**src/rtl/systolic_pkg.sv**
```systemverilog
// Shared types for the systolic operand feeder.
package systolic_pkg;

  localparam int unsigned DATA_W = 8;

  typedef logic signed [DATA_W-1:0] data_t;

  typedef enum logic [1:0] {
    IDLE,
    STREAM,
    DONE
  } feed_state_t;

endpackage

```
**src/rtl/feed_lane.sv**
```systemverilog
// One operand lane: a K-deep element buffer plus the registered, skewed lane output.
module feed_lane
  import systolic_pkg::*;
#(
  parameter int unsigned K     = 4,
  parameter int unsigned IdxW  = 2,
  parameter int unsigned StepW = 3,
  parameter int unsigned ColW  = 2
) (
  input  logic             clk,
  input  logic             reset,
  input  logic             wr_en,
  input  logic [ColW-1:0]  wr_idx,
  input  data_t            wr_data,
  input  logic [IdxW-1:0]  lane_idx,
  input  logic [StepW-1:0] t,
  input  logic             hold,
  output data_t            lane_data,
  output logic             lane_valid
);

  data_t            mem_q [K];
  logic [StepW-1:0] off;
  logic             hit;
  data_t            rd_data;

  always_comb begin
    off     = t - StepW'(lane_idx);
    hit     = !hold && (t >= StepW'(lane_idx)) && (off < StepW'(K));
    rd_data = mem_q[off[ColW-1:0]];
    // A write landing on the same edge as the first read must be seen by that read.
    if (wr_en && (wr_idx == off[ColW-1:0])) begin
      rd_data = wr_data;
    end
  end

  always_ff @(posedge clk or negedge reset) begin
    if (!reset) begin
      for (int k = 0; k < K; k++) begin
        mem_q[k] <= '0;
      end
      lane_data  <= '0;
      lane_valid <= 1'b0;
    end else begin
      if (wr_en) begin
        mem_q[wr_idx] <= wr_data;
      end
      lane_data  <= hit ? rd_data : '0;
      lane_valid <= hit;
    end
  end

endmodule

```
**src/rtl/systolic_feeder.sv**
```systemverilog
// Operand feeder: buffers A (N x K) and B (K x N), then streams them diagonally skewed
// into the row and column lanes of the PE array edge.
module systolic_feeder
  import systolic_pkg::*;
#(
  parameter int unsigned N = 4,
  parameter int unsigned K = 4,
  localparam int unsigned RowW  = (N > 1) ? $clog2(N) : 1,
  localparam int unsigned ColW  = (K > 1) ? $clog2(K) : 1,
  localparam int unsigned StepW = $clog2(K + N)
) (
  input  logic                clk,
  input  logic                reset,
  input  logic                wr_en,
  input  logic                wr_sel,
  input  logic [RowW-1:0]     wr_row,
  input  logic [ColW-1:0]     wr_col,
  input  data_t               wr_data,
  input  logic                start,
  input  logic                hold,
  output logic [N*DATA_W-1:0] a_out,
  output logic [N-1:0]        a_valid,
  output logic [N*DATA_W-1:0] b_out,
  output logic [N-1:0]        b_valid,
  output logic                busy,
  output logic                done,
  output logic                wr_err
);

  localparam logic [StepW-1:0] LastT = StepW'(K + N - 2);

  feed_state_t      state_q, state_d;
  logic [StepW-1:0] t_q, t_d;
  logic             emit;
  logic             col_ok;
  logic             wr_ok;
  logic             wr_err_d;

  assign col_ok = 32'(wr_col) < K;

  // t_q is the step currently on the lanes; t_d is the step the lanes register next.
  always_comb begin
    state_d  = state_q;
    t_d      = t_q;
    emit     = 1'b0;
    wr_ok    = 1'b0;
    wr_err_d = 1'b0;
    case (state_q)
      IDLE: begin
        wr_ok    = wr_en && col_ok;
        wr_err_d = wr_en && !col_ok;
        if (start) begin
          state_d = STREAM;
          t_d     = '0;
          emit    = 1'b1;
        end
      end
      STREAM: begin
        wr_err_d = wr_en || start;
        if (!hold) begin
          if (t_q == LastT) begin
            state_d = DONE;
            t_d     = '0;
          end else begin
            t_d  = t_q + 1'b1;
            emit = 1'b1;
          end
        end
      end
      DONE: begin
        wr_err_d = wr_en || start;
        state_d  = IDLE;
      end
      default: state_d = IDLE;
    endcase
  end

  always_ff @(posedge clk or negedge reset) begin
    if (!reset) begin
      state_q <= IDLE;
      t_q     <= '0;
      busy    <= 1'b0;
      done    <= 1'b0;
      wr_err  <= 1'b0;
    end else begin
      state_q <= state_d;
      t_q     <= t_d;
      busy    <= (state_d == STREAM);
      done    <= (state_d == DONE);
      wr_err  <= wr_err_d;
    end
  end

  data_t a_lane [N];
  data_t b_lane [N];

  for (genvar i = 0; i < N; i++) begin : g_lane
    feed_lane #(
      .K     (K),
      .IdxW  (RowW),
      .StepW (StepW),
      .ColW  (ColW)
    ) u_a_lane (
      .clk        (clk),
      .reset      (reset),
      .wr_en      (wr_ok && !wr_sel && (wr_row == RowW'(i))),
      .wr_idx     (wr_col),
      .wr_data    (wr_data),
      .lane_idx   (RowW'(i)),
      .t          (t_d),
      .hold       (!emit),
      .lane_data  (a_lane[i]),
      .lane_valid (a_valid[i])
    );

    // B lanes are addressed by column j; wr_col selects the row k within the column.
    feed_lane #(
      .K     (K),
      .IdxW  (RowW),
      .StepW (StepW),
      .ColW  (ColW)
    ) u_b_lane (
      .clk        (clk),
      .reset      (reset),
      .wr_en      (wr_ok && wr_sel && (wr_row == RowW'(i))),
      .wr_idx     (wr_col),
      .wr_data    (wr_data),
      .lane_idx   (RowW'(i)),
      .t          (t_d),
      .hold       (!emit),
      .lane_data  (b_lane[i]),
      .lane_valid (b_valid[i])
    );

    assign a_out[i*DATA_W +: DATA_W] = a_lane[i];
    assign b_out[i*DATA_W +: DATA_W] = b_lane[i];
  end

endmodule

```
**config.mk**
```make
export PLATFORM = sky130hd
export DESIGN_NAME = systolic_feeder
export DESIGN_NICKNAME = d
export VERILOG_FILES = /design/src/rtl/systolic_pkg.sv /design/src/rtl/feed_lane.sv /design/src/rtl/systolic_feeder.sv
export SDC_FILE = /design/constraint.sdc
export NUM_CORES = 1
export LEC_CHECK = 0
export CORE_ASPECT_RATIO = 1.1
export CORE_MARGIN = 3
export CORE_UTILIZATION = 45
export CTS_BUF_LIST = sky130_fd_sc_hd__clkbuf_4
export CTS_CLUSTER_DIAMETER = 60
export DETAILED_ROUTE_END_ITERATION = 10
export GPL_TIMING_DRIVEN = 0
export REMOVE_ABC_BUFFERS = 1
export SLEW_MARGIN = 20
export SYNTH_ARGS = -nofsm -noshare
export SYNTH_HDL_FRONTEND = slang
export SYNTH_SLANG_ARGS = --single-unit
```
**constraint.sdc**
```tcl
create_clock -name clk -period 4.7 [get_ports clk]
set_input_delay 1.41 -clock clk [delete_from_list [all_inputs] [get_ports clk]]
set_output_delay 1.41 -clock clk [all_outputs]
set_load 0.03 [all_outputs]
```
### Word level (Yosys, flattened, before mapping)

Index checks and enable logic that the tools add are counted.

| operators by class | value |
|---|---|
| add/sub/neg operators | 4 |
| $mul | 0 |
| div/mod/pow operators | 0 |
| order comparisons | 14 |
| equal/unequal tests | 12 |
| shifts and indexed selects | 0 |
| multiplexer cells | 64 |
| bitwise logic cells | 5 |
| reductions and logical operators | 32 |

Operators by type and width:

| cell | count |
|---|---|
| 8-bit 2-to-1 mux | 33 |
| 32-bit bitwise mux | 8 |
| 8-bit binary-select mux with 2-bit select | 8 |
| 1-bit logical AND | 27 |
| 8-bit demux with 2-bit select | 1 |
| 3-bit greater-or-equal comparator, second input constant | 5 |
| 2-bit inverter with 3-bit output | 5 |
| 3-bit less-than comparator, second input constant | 4 |
| 3-bit 2-to-1 mux | 3 |
| 2-bit equality test | 4 |
| 2-bit equality test, second input constant | 4 |
| 2-bit by 1-bit equality test with 1-bit output, second input constant | 3 |
| 3-bit by 1-bit greater-or-equal comparator with 1-bit output, second input constant | 2 |
| 3-bit by 2-bit greater-or-equal comparator with 1-bit output, second input constant | 2 |
| 2-bit 2-to-1 mux | 3 |
| 3-bit case mux with 2 select lines | 1 |
| 3-bit by 2-bit subtractor with 3-bit output, second input constant | 2 |
| 1-bit 2-to-1 mux | 5 |
| 2-bit zero test | 2 |
| 2-bit case mux with 2 select lines | 1 |
| 3-bit by 1-bit adder with 3-bit output, second input constant | 1 |
| 3-bit equality test, second input constant | 1 |
| 3-bit by 1-bit less-than comparator with 1-bit output, second input constant | 1 |
| 3-bit by 1-bit subtractor with 3-bit output, second input constant | 1 |
| other kinds (4) | 4 |

| word-level totals | value |
|---|---|
| flip-flop bits (word level) | 332 |
| bits in latches | 0 |
| memory bits (writable) | 0 |
| bits in read-only memories | 0 |
| input bits | 18 |
| output and inout bits | 75 |
| word-level logic and storage cells | 180 |
| memories | 0 |

### Depth between registers and ports, before layout

| depth | value |
|---|---|
| depth after elaboration | 11 |
| depth in mapped cells | 16 |

### Modules after synthesis

From an unflattened synthesis, not the netlist that was laid out.

| unflattened totals | value |
|---|---|
| cells, all modules | 1043 |
| area, all modules | 15975.3 sq um |

Modules (own cells, without submodules):

| module | times used | cells each | area each (sq um) | seq. area each (sq um) |
|---|---|---|---|---|
| feed_lane (g_lane[0].u_b_lane ...) | 6 | 122 | 1923.1 | 1026.0 |
| feed_lane (g_lane[3].u_b_lane) | 1 | 122 | 1951.9 | 1026.0 |
| feed_lane (g_lane[0].u_a_lane) | 1 | 122 | 1931.9 | 1026.0 |
| systolic_feeder | 1 | 67 | 553.0 | 200.2 |

### Worst setup path after synthesis

OpenSTA, ideal clock, no wires.

| timing path | value |
|---|---|
| path kind | input-to-reg |
| from | in hold |
| to | reg g_lane[3].u_a_lane.lane_data[0] |
| setup time | 66 ps |
| data arrival time | 4212 ps |
| setup slack | 422 ps |
| cell stages on the path | 12 |
| cell sequence | and2_1 o21ai_2 and2_4 buf_4 buf_6 inv_1 ha_1 buf_1 xor2_1 a2111o_1 nor3_1 a22o_1 |

| on the way | value |
|---|---|
| word-level cells in the longest chain between the ends | 9 |

RTL lines:

| what | line | text |
|---|---|---|
| start, declared | systolic_feeder.sv:20 | `input logic hold,` |
| 3-bit 2-to-1 mux | systolic_feeder.sv:60 | `if (!hold) begin` |
| 3-bit case mux with 2 select lines | systolic_feeder.sv:48 | `case (state_q)` |
| 3-bit by 2-bit subtractor with 3-bit output | feed_lane.sv:28 | `off = t - StepW'(lane_idx);` |
| 2-bit inverter with 3-bit output (not written as such) | feed_lane.sv:30 | `rd_data = mem_q[off[ColW-1:0]];` |
| 8-bit binary-select mux with 2-bit select | feed_lane.sv:30 |  |
| 8-bit 2-to-1 mux (not written as such) (2 in a row) | feed_lane.sv:30 |  |
| 8-bit 2-to-1 mux | feed_lane.sv:32 | `if (wr_en && (wr_idx == off[ColW-1:0])) begin` |
| 8-bit 2-to-1 mux * | feed_lane.sv:48 | `lane_data <= hit ? rd_data : '0;` |
| end signal, assigned | feed_lane.sv:48 |  |
| end, declared | feed_lane.sv:18 | `output data_t lane_data,` |

Every way passes the cells marked *; elsewhere a longest branch is shown, timed or not. The select of a mux whose other input is x is not followed.
A chain may end at the register's enable or synchronous reset.

### Worst setup path after layout

| timing path | value |
|---|---|
| from | in hold |
| to | reg g_lane[3].u_b_lane.lane_data[6] |

| on the way | value |
|---|---|
| word-level cells in the longest chain between the ends | 9 |

RTL lines:

| what | line |
|---|---|
| 3-bit 2-to-1 mux | systolic_feeder.sv:60 |
| 3-bit case mux with 2 select lines | systolic_feeder.sv:48 |
| 3-bit by 2-bit subtractor with 3-bit output | feed_lane.sv:28 |
| 2-bit inverter with 3-bit output (not written as such) | feed_lane.sv:30 |
| 8-bit binary-select mux with 2-bit select | feed_lane.sv:30 |
| 8-bit 2-to-1 mux (not written as such) (2 in a row) | feed_lane.sv:30 |
| 8-bit 2-to-1 mux | feed_lane.sv:32 |
| 8-bit 2-to-1 mux * | feed_lane.sv:48 |
| end signal, assigned | feed_lane.sv:48 |
| end, declared | feed_lane.sv:18 |

Marked as above.

==> results.cfg <==
[status]
outcome = complete, no violations

[logic_synthesis]
synth_cells = 1123
ys_ff_latch = 332
netlist.area_leader.share_pct = 55.8
yosys-top-cells-area = dfrtp_1, mux2_2, mux4_2, nand2_1, a311o_1
synth_cell_types = 55
synth_warnings = 0
ys_async_sr_fraction_pct = 100
synth_edf_count = 0
yosys.area.top_type = dfrtp_1
post_synth.cell_area_avg_um2 = 13.3
yosysSeqAreaShare_pct = 55.8
ys.flop_type = dfrtp_1
netlist_area_um2 = 14900

[worst_setup_path]
r2r_start = state_q[1]$_DFF_PN0_
endpoint_kind = flop
critPathLaunch = hold
path_max_fanout = 28
reg2reg_to = g_lane[3].u_b_lane.lane_data[6]$_DFF_PN0_
crit_required_ns = 5.31
r2r_setup_slack_ns = 0.76
worstSetupPathType = in2reg
arrival_ns = 5.06
worstRegToRegCells = 10
endpoint = g_lane[3].u_b_lane.lane_data[6]$_DFF_PN0_
cp-start-kind = input pin

[cts]
holdBufCountCts = 0
clk-insertion-delay-late_ns = 0.72
cts_resized = 4
cts_tree = yes
cts-buffers-inserted = 85
cts_sinks = 332
cts_max_level = 3
clk_path_buf_depth = 3
cts_root_buf = clkbuf_4
clkTransAtPathRegs_ns = 0.06
cts_setup_buffers = 0

[floorplanning]
fp.dieW_um = 180
design.core.area_um2 = 32500
row_count = 69
die_area_um2 = 35300
io-pin-count = 93
start_util_pct = 45.9
chipHeight_um = 197

[timing]
grt_setup_unrepaired = false
whs_ns = 0.497
worstMarginPinSlew_ns = 1.10
hold_viol = 0
period_needed_ns = 4.45
report.final.slew_viol_count = 0
relSlewSlack_pct = 26.6
fmax_mhz = 225
final.setup.worst_slack_ns = 0.254
fin_crit_sh_pct = 94.6
setup_viol = 0
skew_ns = 0.0384

[placement]
hpwl_um = 20100
portBuffers = 92
dp.cells = 1562
place_ws_ns = -1.43
gp_congestion = 0.751

[detailed_routing]
maxUsedRoutingLayer = met4
routed_wl_um = 33700
route.met3.wl_um = 1420
drtAntennaViolNets = 0
wl_per_cell_um = 19.8
wirelength_met1_um = 14800
firstDrtPassIters = 4
drc = 0
drt_iter0_markers = 513
routed-via-count = 9350
wl_met2_um = 16700
via_per_inst = 5.49

[flow_run]
cap_violations = 0

[global_routing]
grt_pass1_vias = 9980
grt_overflow = 0
grtUsageTotal_pct = 19.4
antenna_found_initial = 2
grt_max_degree = 96
grt_pass1_wl_um = 54500

[power]
irDropWorstVdd_mv = 0.337
power_leakage_nw = 8.00
power.density_nw_per_um2 = 602

[final_layout]
drive_gt1_share_pct = 35.9
layout.nets = 1249
fillCellCount = 2846
syn_to_final_growth_pct = 16.1
stdcell_count = 1702

[worst_hold_path]
hold_depth = 1
hold_path_class = reg2reg
-- per-layer routing --
layer  GRT usage [%]  vias up
li1                -     4312
met1            25.2     4800
met2            32.7      188
met3            3.95       50
met4            7.08        0
met5               0        -
-- stage by stage --
step                      instance area (um2)  util, %  power [mW]  setup TNS (ns)
after global routing                    17300     53.3        11.1               0
final                                   17300     53.3        10.4               0
after floorplan                         14500        -        6.74          -33.96
after CTS                               17300     53.2        10.6               0
after global placement                  15900     49.1        7.99        -4417.45
after detailed placement                16300     50.1        8.17          -46.43
-- critical path, cell delays in order --
cell             delay [ns]
clkdlybuf4s50_1        0.54
nand2b_1               0.24
o221ai_4               0.46
nand2_4                0.36
ha_4                   0.57
xor2_1                 0.21
a2111o_1               0.55
nor3_4                 0.44
a22o_1                 0.25
-- worst min-delay path by stage --
stage                                             start  slack [ns]                                        end
2_1_floorplan  g_lane[0].u_a_lane.mem_q[24]$_DFFE_PN0P_        0.47   g_lane[0].u_a_lane.mem_q[24]$_DFFE_PN0P_
3_3_place_gp   g_lane[0].u_a_lane.mem_q[30]$_DFFE_PN0P_        0.48   g_lane[0].u_a_lane.mem_q[30]$_DFFE_PN0P_
3_5_place_dp   g_lane[0].u_a_lane.mem_q[27]$_DFFE_PN0P_        0.48   g_lane[0].u_a_lane.mem_q[27]$_DFFE_PN0P_
4_1_cts                                           reset        0.46    g_lane[2].u_a_lane.mem_q[7]$_DFFE_PN0P_
5_1_grt                                           reset        0.47  g_lane[2].u_a_lane.lane_data[7]$_DFF_PN0_
6_report       g_lane[0].u_a_lane.mem_q[30]$_DFFE_PN0P_        0.50   g_lane[0].u_a_lane.mem_q[30]$_DFFE_PN0P_
-- cell families (layout without fill, tap and decap cells) --
| group | after synthesis | in the layout | synth area share [%] |
|---|---|---|---|
| flip-flops | 332 | 332 | 55.8 |
| multiplexers | 305 | 305 | 25.4 |
| AND/OR/NAND/NOR | 229 | 229 | 7.36 |
| AO/OA/AOI/OAI | 139 | 139 | 7.46 |
| buffers and inverters | 109 | 260 | 3.30 |
| adder cells (fa/ha/maj) | 8 | 8 | 0.672 |
| XOR/XNOR | 1 | 1 | 0.0588 |
| other | 0 | 2 | 0 |
-- flip-flops by register name (all words and copies together), names as in the netlist --
signal and count:
busy 1, g_lane.u_a_lane.mem_q 128, g_lane.u_b_lane.lane_valid 3, state_q 2, wr_err 1, g_lane.u_a_lane.lane_valid 1
done 1, g_lane.u_a_lane.lane_data 32, g_lane.u_b_lane.lane_data 32, t_q 3, g_lane.u_b_lane.mem_q 128
-- cell usage after synthesis, drive strengths merged (4+ instances only) --
| master | n |
|---|---|
| a22o | 16 |
| a21oi | 37 |
| buf | 34 |
| nand2 | 116 |
| ha | 8 |
| nor3 | 7 |
| a311o | 32 |
| nor2b | 4 |
| a211oi | 36 |
| clkbuf | 59 |
| mux2 | 256 |
| nor2 | 42 |
| inv | 16 |
| nand3 | 10 |
| and2 | 4 |
| mux4 | 32 |
| and3 | 34 |
| mux2i | 17 |
| dfrtp | 332 |
-- power by group --
group	switching, mW	internal [mW]	total (mW)
clock	1.13	1.17	2.30
sequential	0.345	3.63	3.98
combinational	2.22	1.90	4.13
total	3.70	6.71	10.4
-- placed cells by master (no fill, tap or decap), drive strengths merged, types with 2 or more instances in the layout --
cell type        n
clkinv          20
dfrtp          332
clkbuf         114
a211o            2
buf             23
o211a            2
o21ba            2
a311o           32
nand2b           2
nand3b           2
mux4            32
nand4            2
nor4b            2
nor2b            4
a211oi          36
clkdlybuf4s50   83
inv             19
mux2i           17
nor3             7
nor2            42
a21oi           37
a22o            16
mux2           256
diode            2
and2             4
nand3           10
a21o             2
a31oi            2
ha               8
nand2          116
and3            34
-- layout make-up --
cell class / count / area, um2 / share of cell area, %
diodes: 2 / 5.00 / 0.0289
clock buffers: 114 / 856 / 4.95
clock inverters: 24 / 119 / 0.687
inverters: 16 / 67.6 / 0.391
multi-input cells: 682 / 6170 / 35.7
flip-flops and latches: 332 / 8310 / 48.0
well taps: 426 / 533 / 3.08
repair buffers: 106 / 1240 / 7.18
Note: power is estimated with default switching activity, not from simulation.
